[src/rtl/spike_frame_collector.sv]
// rtl/spike_frame_collector.sv - packet-load sequencer and per-tick spike frame collector
module spike_frame_collector #(
    parameter int NUM_OUT     = 250,
    parameter int ID_W        = 8,
    parameter int DRAIN_TICKS = 3,
    parameter int CNT_W       = $clog2(NUM_OUT + 1)
) (
    input  logic               clk,
    input  logic               reset_n,
    input  logic               in_empty,
    output logic               in_ren,
    input  logic               tick,
    input  logic               grid_idle,
    input  logic               spike_en,
    input  logic               load_end,
    input  logic               out_valid,
    input  logic [ID_W-1:0]    out_id,
    output logic               spike_valid,
    input  logic               spike_ready,
    output logic [NUM_OUT-1:0] spike_vec,
    output logic [CNT_W-1:0]   spike_cnt,
    output logic               complete,
    output logic               overflow,
    output logic               bad_id,
    output logic [1:0]         state
);

    typedef enum logic [1:0] {
        IDLE    = 2'd0,
        LOAD    = 2'd1,
        COMPUTE = 2'd2,
        DRAIN   = 2'd3
    } state_t;

    // Neuron 0 lives in the MSB, so a spike for id n is this bit shifted right by n.
    localparam logic [NUM_OUT-1:0] TOP_BIT = {1'b1, {(NUM_OUT-1){1'b0}}};

    state_t             state_q;
    logic [7:0]         drain_cnt;
    logic [NUM_OUT-1:0] acc;
    logic [NUM_OUT-1:0] spike_bit;
    logic [NUM_OUT-1:0] acc_next;
    logic               id_ok;
    logic               capture;
    logic               drain_done;
    logic               start_load;

    function automatic logic [CNT_W-1:0] popcount(input logic [NUM_OUT-1:0] v);
        logic [CNT_W-1:0] c;
        c = '0;
        for (int i = 0; i < NUM_OUT; i++) begin
            c = c + CNT_W'(v[i]);
        end
        return c;
    endfunction

    assign id_ok      = 32'(out_id) < NUM_OUT;
    assign spike_bit  = (out_valid && id_ok) ? (TOP_BIT >> out_id) : '0;
    // A spike arriving with the tick belongs to the frame that the tick opens.
    assign acc_next   = (tick ? '0 : acc) | spike_bit;
    assign capture    = tick && ((state_q == COMPUTE && spike_en) || state_q == DRAIN);
    assign drain_done = (drain_cnt + 8'd1) == 8'(DRAIN_TICKS);
    assign start_load = (state_q == IDLE) && !in_empty;
    assign in_ren     = (state_q == LOAD) && !in_empty;
    assign state      = state_q;

    // Run sequencing, drain counting and the completion / bad-id sticky flags.
    always_ff @(posedge clk or negedge reset_n) begin
        if (!reset_n) begin
            state_q   <= IDLE;
            drain_cnt <= 8'd0;
            complete  <= 1'b0;
            bad_id    <= 1'b0;
        end else begin
            case (state_q)
                IDLE: begin
                    if (!in_empty) begin
                        state_q  <= LOAD;
                        complete <= 1'b0;
                        bad_id   <= 1'b0;
                    end
                end
                LOAD: begin
                    if (in_empty) begin
                        state_q <= COMPUTE;
                    end
                end
                COMPUTE: begin
                    if (load_end) begin
                        state_q   <= DRAIN;
                        drain_cnt <= 8'd0;
                    end else if (grid_idle && !in_empty) begin
                        state_q <= LOAD;
                    end
                end
                DRAIN: begin
                    if (tick) begin
                        drain_cnt <= drain_cnt + 8'd1;
                        if (drain_done) begin
                            state_q  <= IDLE;
                            complete <= 1'b1;
                        end
                    end
                end
                default: state_q <= IDLE;
            endcase
            // An out-of-range id is flagged even in the cycle a new run starts.
            if (out_valid && !id_ok) begin
                bad_id <= 1'b1;
            end
        end
    end

    // Spike accumulator for the frame currently being collected.
    always_ff @(posedge clk or negedge reset_n) begin
        if (!reset_n) begin
            acc <= '0;
        end else begin
            acc <= acc_next;
        end
    end

    // Output frame register and valid/ready handshake with overwrite detection.
    always_ff @(posedge clk or negedge reset_n) begin
        if (!reset_n) begin
            spike_vec   <= '0;
            spike_cnt   <= '0;
            spike_valid <= 1'b0;
            overflow    <= 1'b0;
        end else begin
            if (start_load) begin
                overflow <= 1'b0;
            end
            if (capture) begin
                spike_vec   <= acc;
                spike_cnt   <= popcount(acc);
                spike_valid <= 1'b1;
                if (spike_valid && !spike_ready) begin
                    overflow <= 1'b1;
                end
            end else if (spike_valid && spike_ready) begin
                spike_valid <= 1'b0;
            end
        end
    end

endmodule

[config.mk]
export PLATFORM = sky130hd
export DESIGN_NAME = spike_frame_collector
export DESIGN_NICKNAME = d
export VERILOG_FILES = /design/src/rtl/spike_frame_collector.sv
export SDC_FILE = /design/constraint.sdc
export NUM_CORES = 1
export LEC_CHECK = 0
export CORE_UTILIZATION = 40
export CTS_CLUSTER_SIZE = 20
export DETAILED_ROUTE_END_ITERATION = 8
export PLACE_DENSITY_LB_ADDON = 0.2
export SETUP_SLACK_MARGIN = 0.5
export SYNTH_ARGS = -nofsm -noshare
export SYNTH_HDL_FRONTEND = slang
export SYNTH_SLANG_ARGS = --single-unit
[constraint.sdc]
create_clock -name clk -period 8.1 [get_ports clk]
set_input_delay 1.215 -clock clk [delete_from_list [all_inputs] [get_ports clk]]
set_output_delay 1.215 -clock clk [all_outputs]
set_load 0.005 [all_outputs]
# --- After elaboration in Yosys (flattened, before gate mapping) ---
# Cells that the tools add are included.
totals:
  register_bits: 522
  latchBits: 0
  ram_bits: 0
  romBits: 0
  in_bits: 17
  out_inout_bits: 265
  memories: 0
op_classes:
  addsub: 250
  n_mul: 0
  div: 0
  order_cmp: 1
  eq_ne: 11
  n_shift: 1
  muxes: 23
  n_bitwise: 1
  n_reduce_logical: 22
op_table:
  columns: ["cell", "n"]
  rows:
  - ["$add 8x1->8", 242]
  - ["$mux 250", 2]
  - ["$or 250x250->250", 1]
  - ["$shr 250x8->250 const A", 1]
  - ["$mux 8", 2]
  - ["$pmux 8 s2", 1]
  - ["$mux 2", 6]
  - ["$mux 1", 10]
  - ["$ne 2x2->1 const B", 5]
  - ["$logic_and 1x1->1", 9]
  - ["$add 7x1->8", 1]
  - ["$add 8x1->8 const B", 1]
  - ["$eq 8x2->1 const B", 1]
  - ["$lt 8x8->1 const B", 1]
  - ["$pmux 2 s4", 1]
  - ["$reduce_bool 2->1", 4]
  - ["$add 6x1->7", 1]
  - ["$add 5x1->6", 1]
  - ["$add 4x1->5", 1]
  - ["$reduce_and 5->1", 1]
  - ["$add 3x1->4", 1]
  - ["$eq 2x2->1 const B", 2]
  - ["$reduce_and 4->1", 1]
  - ["$add 2x1->3", 1]
  - ["10 further kinds", 12]

# --- Logic depth before layout (Yosys ltp) ---
depth:
  ltp_word: 249
  depth_mapped: 29

# --- Least setup slack after synthesis ---
# OpenSTA, ideal clock, no wires.
synth_timing:
  path_type: "reg-to-reg"
  from: "register acc[149]"
  to: "register spike_cnt[6]"
  setup_ns: 0.095
  t_arrival_ns: 7.308
  required_time_ns: 8.005
  slack_ns: 0.697
  stages_incl_launch_ff: 28
  cell_sequence: "dfrtp_1 fa_1 inv_1 fa_1 fa_1 inv_1 fa_1 inv_1 fa_1 inv_1 fa_1 inv_1 fa_1 inv_1 fa_1 fa_1 fa_1 inv_1 fa_1 inv_1 ha_1 inv_1 fa_1 nor2b_1 o31a_1 o21a_1 o21a_1 o31ai_1"
synth_via:
  elab_chain_len: 101
synth_lines:
  columns: ["element", "line", "text"]
  rows:
  - ["start, declared", "40", "logic [NUM_OUT-1:0] acc;"]
  - ["start signal, assigned", "119", "acc <= acc_next;"]
  - ["$add 8x1->8 (101 in series)", "52", "c = c + CNT_W'(v[i]);"]
  - ["end signal, assigned", "136", "spike_cnt <= popcount(acc);"]
  - ["end, declared", "21", "output logic [CNT_W-1:0] spike_cnt,"]
# No other way between the ends.
# A chain may end at the register's enable or synchronous reset.

# --- Worst setup path after layout ---
layout_timing:
  from: "register acc[111]"
  to: "register spike_cnt[6]"
layout_via:
  elab_chain_len: 139
layout_lines:
  columns: ["element", "line"]
  rows:
  - ["$add 8x1->8 (139 in series)", "52"]
# No other way between the ends.

==> flow_summary.yaml <==
status:
  outcome: "finished clean"
setup_path:
  cpMaxStageDelayCell: "fa_1"
  start_kind: "flip-flop"
  crit_family: "adder cells"
  critPathArrivalTime_ns: 8.30
  cp.required_ns: 8.62
  reg2reg_depth: 29
  crit_cells: 29
  worstSetupPathType: "flip-flop to flip-flop"
  critPathMaxStageDelay_ns: 0.59
  cpMostUsedCell: "fa_1"
  critPathBufInv: 11
  setup.worst_path.start: "acc[111]$_DFF_PN0_"
  rr_startpoint: "acc[111]$_DFF_PN0_"
  end_kind: "flip-flop"
  cp_max_fo: 2
global_routing:
  first_global_vias: 18413
  grt_pass1_wl_mm: 119.4
  grt_util_all_layers_pct: 25.26
  antenna_found_initial: 1
  grt-ovfl-total: 0
  grt_max_degree: 212
sta:
  min_period_ns: 7.781
  rsz0062_at_grt: "yes"
  max_freq_mhz: 128.5
  skew_ns: 0.02744
  fin_ws_ns: 0.3189
  setup_tns_ns: 0
  max_slew.worst_pin.slew_ns: 1.102
  fin_crit_sh_pct: 96.06
  finalMaxSlewViolations: 0
  timing.slew.headroom_pct: 26.55
  finalHoldViolations: 0
  setup_viol: 0
  holdWs_ns: 0.4798
floorplan:
  core_mm2: 0.06320
  die_h_um: 255.1
  fp-row-count: 92
  start_util_pct: 40.55
  ios: 282
  die_area_mm2: 0.06508
  fp.dieW_um: 255.1
synth:
  synth-seq-area-share_pct: 50.97
  syn_nets: 2667
  ys_seq_elements: 522
  synth_area_mm2: 0.02563
  yosys_most_used_dff: "dfrtp_1"
  syn-instance-count: 2376
  yosysWarnings: 0
  yosysUniqueCellTypes: 48
  synth-edff-count: 0
  postSynth.asyncResetShare_pct: 100.0
  syn_avg_cell_area_um2: 10.79
min_path:
  holdPathStages: 2
  worstHoldStart: "spike_vec[49]$_DFFE_PN0P_"
  min_path_type: "flip-flop to flip-flop"
final_layout:
  layout_commonest_cell: "dfrtp_1"
  final_nets: 2906
  area_growth_syn_to_layout_pct: 20.66
  layout_common_cells: "dfrtp_1, inv_1, nand2_1"
  stdcell_count: 3501
  diodes: 0
  drive_above_1_share_pct: 5.461
  fillerInstances: 5779
power_and_ir_drop:
  ir_drop_v: 0.0001508
  fin_total_pwr_mw: 5.753
  powerDensity_mw_per_mm2: 186.0
  p_leak_nw: 14.00
placement:
  portBuffers: 281
  place.detailed.hpwl_mm: 61.64
  place_congestion: 0.9243
  pre_cts_ws_ns: 0.2863
  dp.cells: 3398
clocking:
  holdBufCountCts: 0
  htreeDepth: 2
  numCtsBuffers: 55
  clk_latency_ns: 0.63
  cts.sinks: 522
  clockBufferDepth: 3
  clk_pin_slew_worst_paths_ns: 0.06
  cts_tree: "done"
  cts_root_buffer: "clkbuf_16"
detailed_routing:
  first_pass_iters: 5
  postRouteAntennaNets: 0
  drt-vias-per-instance: 5.094
  post-route-drc-count: 0
  num_vias: 17833
  initialDrtViolationCount: 1386
  drt-total-wl_mm: 79.86
  post_drt_wl_per_cell_um: 22.81
job:
  max_cap_violations: 0
[path summary, 6_finish.rpt]
| path | slack (ns) | end |
|---|---|---|
| max | 0.32 | spike_cnt[6]$_DFFE_PN0P_ |
| min | 0.48 | spike_vec[49]$_DFFE_PN0P_ |
| max reg2reg | 0.32 | spike_cnt[6]$_DFFE_PN0P_ |
| min reg2reg | 0.48 | spike_vec[49]$_DFFE_PN0P_ |
| max in group asynchronous | 6.02 | spike_cnt[3]$_DFFE_PN0P_ |
| min in group asynchronous | 0.59 | spike_vec[28]$_DFFE_PN0P_ |
[layout make-up]
class,instances,area [µm²],area share (%)
clock inverters,19,156.4,0.5058
clock buffers,78,1595,5.159
multi-input cells,1238,10170,32.90
flip-flops and latches,522,13060,42.24
repair buffers,302,3014,9.748
well taps,846,1059,3.423
inverters,496,1862,6.021
[synth_stat cells, types with 2 or more instances]
cell type	instances	share of area, %
a211oi_1	2	0.059
a21o_1	2	0.059
a21oi_1	6	0.12
a41oi_1	2	0.068
and3_1	2	0.049
buf_1	14	0.21
buf_2	32	0.62
buf_4	25	0.73
clkbuf_1	49	0.72
dfrtp_1	522	51
fa_1	235	18
ha_1	39	1.9
inv_1	496	7.3
mux2_2	2	0.088
nand2_1	333	4.9
nand2b_1	5	0.12
nand3_1	12	0.23
nand4_1	3	0.073
nor2_1	20	0.29
nor2b_1	8	0.20
nor3_1	7	0.14
o21a_1	4	0.12
o21ai_0	165	3.2
o21ai_1	109	2.1
o22ai_1	240	5.9
o22ai_2	10	0.49
o31ai_1	2	0.059
or2_1	3	0.073
or3_1	2	0.049
xnor2_1	3	0.10
xor2_1	5	0.17
[cell families (layout without fill, tap and decap cells)]
kind of cell    count (synthesis)  in the layout  share of synthesized area, %
fa+ha+maj                     274            274                         20.26
compound gates                549            549                         12.45
buf+inv                       616            895                         9.545
simple gates                  405            405                         6.411
xor+xnor                        8              8                        0.2734
flops                         522            522                         50.97
mux                             2              2                       0.08788
[state kept, by name, summed over array words and instances (netlist names)]
signal       cells
bad_id           1
drain_cnt        8
acc            250
spike_cnt        8
overflow         1
complete         1
spike_valid      1
state            2
spike_vec      250
[stage by stage]
step                area, µm²  util [%]
floorplan               25630         -
global placement        29080     46.02
detailed placement      29080     46.02
CTS                     30870     48.85
global route            30920     48.93
finish                  30920     48.93
[routing by layer]
metal / up-vias / wire [µm] / track usage (%)
met5: - / 0 / 0
met4: 0 / 1866 / 6.245
met3: 106 / 4704 / 4.454
met2: 538 / 38580 / 40.83
met1: 9147 / 34710 / 35.38
li1: 8042 / - / -
[where the power goes]
group | leakage [nW] | internal (mW) | switching, mW
Sequential | 7.26 | 2.65 | 0.0457
Clock | 0.870 | 1.40 | 1.08
Combinational | 5.87 | 0.163 | 0.406
Total | 14.0 | 4.22 | 1.53
[worst reg2reg max path: cells and delay by family, from the launching register on]
family | cells | cell delay [ns]
AND/OR/NAND/NOR | 1 | 0.05
buffers and inverters | 11 | 0.60
flip-flops | 1 | 0.34
adder cells (fa/ha/maj) | 13 | 5.87
AO/OA/AOI/OAI | 4 | 0.85
[repair_timing]
item | CTS | global route
gates resized for setup | 9 | 12
setup buffers | 4 | 2
endpoints found under the setup margin | 4 | 7
pin swaps | 11 | 9
Note: power is estimated with default switching activity, not from simulation.
